File: src/rtl/lsu_pkg.sv
// lsu_pkg: shared FSM states and RV32I memory access size encodings for the load/store unit.
package lsu_pkg;
    typedef enum logic [1:0] {ST_IDLE, ST_BUSY, ST_DONE} lsu_state_t;
    typedef enum logic [2:0] {S_SB = 3'b000, S_SH = 3'b001, S_SW = 3'b010} s_size_t;
    typedef enum logic [2:0] {
        L_LB  = 3'b000,
        L_LH  = 3'b001,
        L_LW  = 3'b010,
        L_LBU = 3'b100,
        L_LHU = 3'b101
    } l_size_t;
endpackage

File: src/rtl/lsu_lane_align.sv
// lsu_lane_align: combinational legality check, byte enables, store lane replication
// and load shift/extend for the load/store unit.
module lsu_lane_align
    import lsu_pkg::*;
(
    input  logic        i_is_store,
    input  logic [2:0]  i_s_size,
    input  logic [2:0]  i_l_size,
    input  logic [1:0]  i_off,
    input  logic [31:0] i_wdata,
    input  logic [2:0]  i_ld_size,
    input  logic [1:0]  i_ld_off,
    input  logic [31:0] i_rword,
    output logic        o_legal,
    output logic [3:0]  o_be,
    output logic [31:0] o_wdata,
    output logic [31:0] o_load
);
    logic [2:0]  w_size;
    logic        w_known;
    logic        w_aligned;
    logic [31:0] w_shift;

    // size[1:0] gives the access width (0 byte, 1 half, 2 word) for every legal encoding
    always_comb begin
        w_size    = i_is_store ? i_s_size : i_l_size;
        w_known   = i_is_store ? (i_s_size inside {S_SB, S_SH, S_SW})
                               : (i_l_size inside {L_LB, L_LH, L_LW, L_LBU, L_LHU});
        w_aligned = (w_size[1:0] == 2'd0) ||
                    (w_size[1:0] == 2'd1 && !i_off[0]) ||
                    (w_size[1:0] == 2'd2 && i_off == 2'd0);
        o_legal   = w_known && w_aligned;
        o_be      = w_size[1] ? 4'b1111 :
                    w_size[0] ? 4'b0011 << {i_off[1], 1'b0} : 4'b0001 << i_off;
        o_wdata   = w_size[1] ? i_wdata :
                    w_size[0] ? {2{i_wdata[15:0]}} : {4{i_wdata[7:0]}};
        w_shift   = i_rword >> {i_ld_off, 3'b000};
        o_load    = (i_ld_size == L_LB)  ? {{24{w_shift[7]}}, w_shift[7:0]} :
                    (i_ld_size == L_LH)  ? {{16{w_shift[15]}}, w_shift[15:0]} :
                    (i_ld_size == L_LW)  ? w_shift :
                    (i_ld_size == L_LBU) ? {24'd0, w_shift[7:0]} :
                    (i_ld_size == L_LHU) ? {16'd0, w_shift[15:0]} : 32'd0;
    end
endmodule

File: src/rtl/lsu_mem_ctrl.sv
// lsu_mem_ctrl: RV32I load/store unit driving a word-addressed valid/ready data bus,
// stalling the core while an access is outstanding.
module lsu_mem_ctrl
    import lsu_pkg::*;
#(
    parameter int TIMEOUT_CYCLES = 256
) (
    input  logic        i_clk,
    input  logic        i_rst_n,
    input  logic        i_mem_write_en,
    input  logic        i_mem_read_en,
    input  logic [2:0]  i_s_type_data,
    input  logic [2:0]  i_l_type_data,
    input  logic [31:0] i_addr,
    input  logic [31:0] i_wdata,
    output logic        o_stall,
    output logic [31:0] o_load_data,
    output logic        o_access_err,
    output logic        o_bus_req,
    output logic        o_bus_we,
    output logic [31:0] o_bus_addr,
    output logic [3:0]  o_bus_be,
    output logic [31:0] o_bus_wdata,
    input  logic        i_bus_ready,
    input  logic [31:0] i_bus_rdata
);
    localparam int CW = $clog2(TIMEOUT_CYCLES + 1);
    localparam logic [CW-1:0] LIM = CW'(TIMEOUT_CYCLES - 1);

    lsu_state_t  r_state, w_next;
    logic        w_op, w_legal, w_timeout;
    logic [3:0]  w_be;
    logic [31:0] w_wdata, w_load;
    logic        r_we, r_err;
    logic [2:0]  r_size;
    logic [1:0]  r_off;
    logic [3:0]  r_be;
    logic [31:0] r_addr, r_wdata, r_rdata;
    logic [CW-1:0] r_cnt;

    lsu_lane_align u_align (
        .i_is_store (i_mem_write_en),
        .i_s_size   (i_s_type_data),
        .i_l_size   (i_l_type_data),
        .i_off      (i_addr[1:0]),
        .i_wdata    (i_wdata),
        .i_ld_size  (r_size),
        .i_ld_off   (r_off),
        .i_rword    (r_rdata),
        .o_legal    (w_legal),
        .o_be       (w_be),
        .o_wdata    (w_wdata),
        .o_load     (w_load)
    );

    always_ff @(posedge i_clk) r_state <= !i_rst_n ? ST_IDLE : w_next;

    always_comb begin
        w_op      = i_mem_write_en || i_mem_read_en;
        w_timeout = (r_cnt == LIM);
        w_next    = r_state;
        case (r_state)
            ST_IDLE: w_next = w_op ? (w_legal ? ST_BUSY : ST_DONE) : ST_IDLE;
            ST_BUSY: w_next = (i_bus_ready || w_timeout) ? ST_DONE : ST_BUSY;
            default: w_next = ST_IDLE;
        endcase
    end

    // a store takes priority when both enables are high
    always_ff @(posedge i_clk) begin
        if (!i_rst_n) begin
            r_we    <= 1'b0;
            r_err   <= 1'b0;
            r_size  <= 3'd0;
            r_off   <= 2'd0;
            r_be    <= 4'd0;
            r_addr  <= 32'd0;
            r_wdata <= 32'd0;
            r_rdata <= 32'd0;
            r_cnt   <= '0;
        end else if (r_state == ST_IDLE && w_op) begin
            r_we    <= i_mem_write_en;
            r_err   <= !w_legal;
            r_size  <= i_mem_write_en ? i_s_type_data : i_l_type_data;
            r_off   <= i_addr[1:0];
            r_be    <= w_be;
            r_addr  <= {i_addr[31:2], 2'b00};
            r_wdata <= w_wdata;
            r_rdata <= 32'd0;
            r_cnt   <= '0;
        end else if (r_state == ST_BUSY) begin
            if (i_bus_ready && !r_we) r_rdata <= i_bus_rdata;
            if (!i_bus_ready && w_timeout) r_err <= 1'b1;
            r_cnt <= w_timeout ? r_cnt : r_cnt + 1'b1;
        end
    end

    always_comb begin
        o_stall      = (r_state == ST_IDLE && w_op) || r_state == ST_BUSY;
        o_bus_req    = r_state == ST_BUSY;
        o_bus_we     = r_we;
        o_bus_addr   = r_addr;
        o_bus_be     = r_be;
        o_bus_wdata  = r_wdata;
        o_access_err = r_state == ST_DONE && r_err;
        o_load_data  = (r_state == ST_DONE && !r_we && !r_err) ? w_load : 32'd0;
    end
endmodule
File: config.mk
export PLATFORM = sky130hd
export DESIGN_NAME = lsu_mem_ctrl
export DESIGN_NICKNAME = d
export VERILOG_FILES = /design/src/rtl/lsu_pkg.sv /design/src/rtl/lsu_lane_align.sv /design/src/rtl/lsu_mem_ctrl.sv
export SDC_FILE = /design/constraint.sdc
export NUM_CORES = 1
export LEC_CHECK = 0
export BUFFER_PORTS_ARGS = -buffer_cell sky130_fd_sc_hd__buf_2
export CAP_MARGIN = 20
export CORE_ASPECT_RATIO = 0.5
export CORE_MARGIN = 2
export CORE_UTILIZATION = 40
export CTS_CLUSTER_DIAMETER = 150
export DETAILED_ROUTE_END_ITERATION = 12
export PLACE_DENSITY = 0.68
export SLEW_MARGIN = 30
export SYNTH_ARGS = -nofsm -noshare
export SYNTH_HDL_FRONTEND = slang
export SYNTH_HIERARCHICAL = 1
export SYNTH_SLANG_ARGS = --single-unit
File: constraint.sdc
create_clock -name i_clk -period 1.8 [get_ports i_clk]
set_input_delay 0.09 -clock i_clk [delete_from_list [all_inputs] [get_ports i_clk]]
set_output_delay 0.09 -clock i_clk [all_outputs]
set_load 0.01 [all_outputs]
==> flow_metrics.py <==
metrics = {
    "setup_path": {
        "timing.rr.end": "r_cnt[5]$_SDFFE_PP0P_",
        "worstSetupPathType": "reg2out",
        "worst_ep_arrival_time_ps": 2030,
        "cpMaxStageDelayCell": "mux4_2",
        "cp-start-kind": "register",
        "path_depth": 5,
        "slowest_delay_ps": 640,
        "ff2ff_setup_slack_ps": -130,
        "cp-end-kind": "primary output",
        "r2r-start": "r_cnt[1]$_SDFFE_PP0P_",
        "worstPathCellList": "mux4_2 -> nand3b_4 -> o211ai_1 -> and2_1 -> buf_2",
        "worstPathMaxFanout": 6,
        "critPathBufInv": 1,
        "r2r_cells": 7,
        "required_ps": 1710,
        "endpoint": "o_load_data[23]",
        "startpoint": "r_off[0]$_SDFFE_PN0P_",
        "critPathTopFamily": "multiplexers",
    },
    "power": {
        "peakVddDrop_mv": 0.580,
        "power.internal_mw": 6.11,
        "seq_power_share_pct": 34.3,
        "p_per_area_nw_per_um2": 892,
        "power_switching_share_pct": 26.7,
        "comb_power_share_pct": 20.8,
        "p_switching_mw": 2.23,
        "p_clk_share_pct": 44.9,
        "p_leak_nw": 3.93,
        "p_total_mw": 8.34,
    },
    "route": {
        "dr.pass1.iters": 5,
        "routed_wl_mm": 20.2,
        "remaining_drc_errors": 0,
        "routed_via_density": 5.26,
        "avgRoutedWirePerCell_um": 16.1,
        "vias": 6611,
        "dr.first_iter.drc_count": 493,
        "final_antenna_net_count": 0,
    },
    "logic_synthesis": {
        "syn_inst": 768,
        "synth_compound_area_share_pct": 22.2,
        "syn_area_um2": 6260,
        "synth_fa_ha_area_share_pct": 0.400,
        "seq_area_frac_synth_pct": 37.1,
        "synth_warnings": 6,
        "synth-xor-area-share_pct": 0.140,
        "synth_top_family_by_area": "simple AND/OR/NAND/NOR gates",
        "synth_mux_area_share_pct": 10.3,
        "synthSimpleGateAreaFrac_pct": 22.4,
        "synth_edf_count": 0,
        "synth_cell_types": 53,
        "synth_area_per_cell_um2": 8.15,
        "async_reset_ff_share_pct": 0,
        "ys.flop_type": "dfxtp_1",
        "ys_ff_latch": 116,
    },
    "cts": {
        "clockBufferDepth": 2,
        "htree_levels": 4,
        "clkSinkCount": 116,
        "cts_root_buffer": "clkbuf_16",
        "cts_tree": "built",
        "clk_pin_slew_ps": 60,
        "numCtsBuffers": 17,
        "worstSkewPairLatency_ps": 410,
    },
    "grt": {
        "track_usage_pct": 23.2,
        "gr-total-overflow": 0,
        "grt_pass1_wl_mm": 31.7,
        "grt_start_max_net_pins": 82,
        "grt_pass1_vias": 6230,
        "antenna_found_initial": 0,
    },
    "status": {
        "violations": "negative setup slack",
        "status": "finished, violations left",
    },
    "sta": {
        "clock_skew_ps": 12.5,
        "rsz0062_at_grt": "yes",
        "tns_ps": -8020,
        "min_period_over_period_pct": 118,
        "finalCriticalPeriod_ps": 2120,
        "max_freq_ghz": 0.471,
        "drv_slew": 0,
        "maxSlewHeadroom_pct": 61.2,
        "worst_pin_slew_ps": 582,
        "final_hold_viol_count": 0,
        "finalWorstSetupSlack_ps": -323,
        "setup_viol": 39,
    },
    "die": {
        "die_h_um": 92.5,
        "die_w_um": 181,
        "rows": 32,
        "start_util_pct": 40.8,
        "core_area_um2": 15300,
        "io_pins": 211,
        "die_area_um2": 16700,
    },
    "cells_and_area": {
        "fillers": 1341,
        "n_antenna_cell": 0,
        "nets": 1150,
        "multi_input_area_um2": 3730,
        "seq_area_um2": 2330,
        "drive_above_1_share_pct": 36.8,
        "syn2layout_area_growth_pct": 49.3,
    },
    "place": {
        "hpwl_mm": 13.1,
        "io_buffers": 208,
        "place_congestion": 0.881,
    },
    "flow_run": {
        "maxCapViolations": 0,
    },
    "hold_path": {
        "hp-class": "in2reg",
    },
}
==> power by group through the flow <==
stage	combinational, mW	clock (mW)	sequential, mW
CTS	1.70	3.80	2.86
detailed placement	1.49	0	2.91
finish	1.73	3.74	2.86
global route	1.88	3.92	2.88
floorplan	0.823	0	2.97
global placement	1.46	0	2.90
==> Yosys cell counts (2+ instances only) <==
master	count	area share, %
clkbuf_1	52	3.1
o211ai_1	17	2.0
a21oi_1	121	9.7
o32a_1	2	0.32
nor2_1	25	1.5
buf_4	13	1.6
nand3_1	3	0.24
o21ai_0	86	6.9
and2_1	33	3.3
a22oi_1	7	0.84
nand2_1	77	4.6
nand3b_1	76	9.1
dfxtp_1	116	37
a211oi_1	7	0.84
ha_1	2	0.40
mux2i_1	21	3.4
inv_1	12	0.72
or3_1	6	0.60
or3b_1	2	0.28
buf_2	13	1.0
or4_1	3	0.36
nor2b_1	2	0.20
o31ai_1	4	0.48
nor3_1	3	0.24
mux2i_4	2	0.72
buf_6	4	0.72
a21bo_2	2	0.32
mux2_2	31	5.6
clkbuf_2	2	0.16
==> worst reg2reg max path, cell delays in order (launching register included) <==
cell and delay (ps):
dfxtp_2 330, ha_4 160, nand3_2 70, nor2_2 40, ha_2 170, or3b_4 440
or4_4 530, a21oi_2 140
==> worst min path at each step <==
stage,from,endpoint,slack (ps),cells after the start
floorplan,i_rst_n,r_err$_SDFFE_PN0P_,220,2
global placement,i_bus_rdata[12],r_rdata[12]$_SDFFE_PP0P_,340,3
detailed placement,i_bus_rdata[11],r_rdata[11]$_SDFFE_PP0P_,340,3
CTS,i_wdata[3],o_bus_wdata[3]$_SDFFE_PN0P_,4,3
global route,i_wdata[3],o_bus_wdata[3]$_SDFFE_PN0P_,10,3
finish,i_wdata[3],o_bus_wdata[3]$_SDFFE_PN0P_,20,3
==> per-stage QoR <==
| stage | worst slack (ps) | cells | util [%] | instance area, µm² | hold WS (ps) |
|---|---|---|---|---|---|
| floorplan | -95.2 | 769 | - | 6290 | 219 |
| global placement | -158 | 1145 | 50.0 | 7670 | 336 |
| detailed placement | -179 | 1145 | 50.0 | 7670 | 338 |
| CTS | -294 | 1255 | 60.3 | 9250 | 3.88 |
| global route | -362 | 1257 | 60.9 | 9340 | 14.3 |
| finish | -323 | 1257 | 60.9 | 9340 | 23.7 |
==> layout make-up <==
| class | instances | share of cell area (%) |
|---|---|---|
| inverter | 13 | 0.522 |
| timing repair buffer | 336 | 24.9 |
| tap | 204 | 2.73 |
| clock buffer | 21 | 5.03 |
| sequential | 116 | 24.9 |
| clock inverter | 10 | 1.90 |
| multi-input combinational | 557 | 39.9 |
==> sequential cells by signal, indices dropped and copies added (netlist names), 2 cells and up <==
register	flops
o_bus_addr	30
o_bus_be	4
o_bus_wdata	32
r_cnt	9
r_off	2
r_rdata	32
r_size	3
r_state	2
==> cell families (layout without fill, tap and decap cells) <==
kind of cell               after synthesis  after routing
other                                    1              2
xor gates and xnor gates                 1              1
buffers and inverters                   98            380
AOI/OAI and AO/OA                      252            252
DFF                                    116            116
adders and majority gates                2              2
muxes                                   56             56
and+or+nand+nor                        242            244
==> layer usage <==
metal	global-route usage [%]	part of all wire, %	vias to the layer above
li1	-	-	3262
met1	30.0	45	3074
met2	37.9	47	230
met3	5.27	5.3	45
met4	8.53	2.4	0
met5	0	0	-
==> cell usage in the layout, fill, tap and decap left out, drive strengths merged, types with 4 or more instances in the layout <==
cell | Yosys | routed
and2 | 33 | 33
buf | 31 | 270
or3 | 6 | 6
mux2 | 32 | 32
a21oi | 123 | 123
clkbuf | 54 | 21
dfxtp | 116 | 116
o21ai | 87 | 87
mux2i | 23 | 23
dlygate4sd3 | 0 | 66
a22oi | 7 | 7
a211oi | 7 | 7
nand3b | 77 | 79
o31ai | 4 | 4
nand2 | 77 | 77
bufinv | 0 | 5
clkinv | 0 | 4
o211ai | 17 | 17
inv | 13 | 13
nor2 | 25 | 25
==> timing repair <==
| action | 4_1_cts | 5_1_grt |
|---|---|---|
| pin swaps | 15 | 18 |
| buffers inserted | 10 | 4 |
| gates cloned | 3 | 1 |
| hold buffers | 66 | 0 |
| endpoints found under the setup margin | 38 | 42 |
| resized for setup | 43 | 33 |
| hold endpoints to repair | 66 | 0 |
No activity file was read; power rests on OpenSTA's default activity.
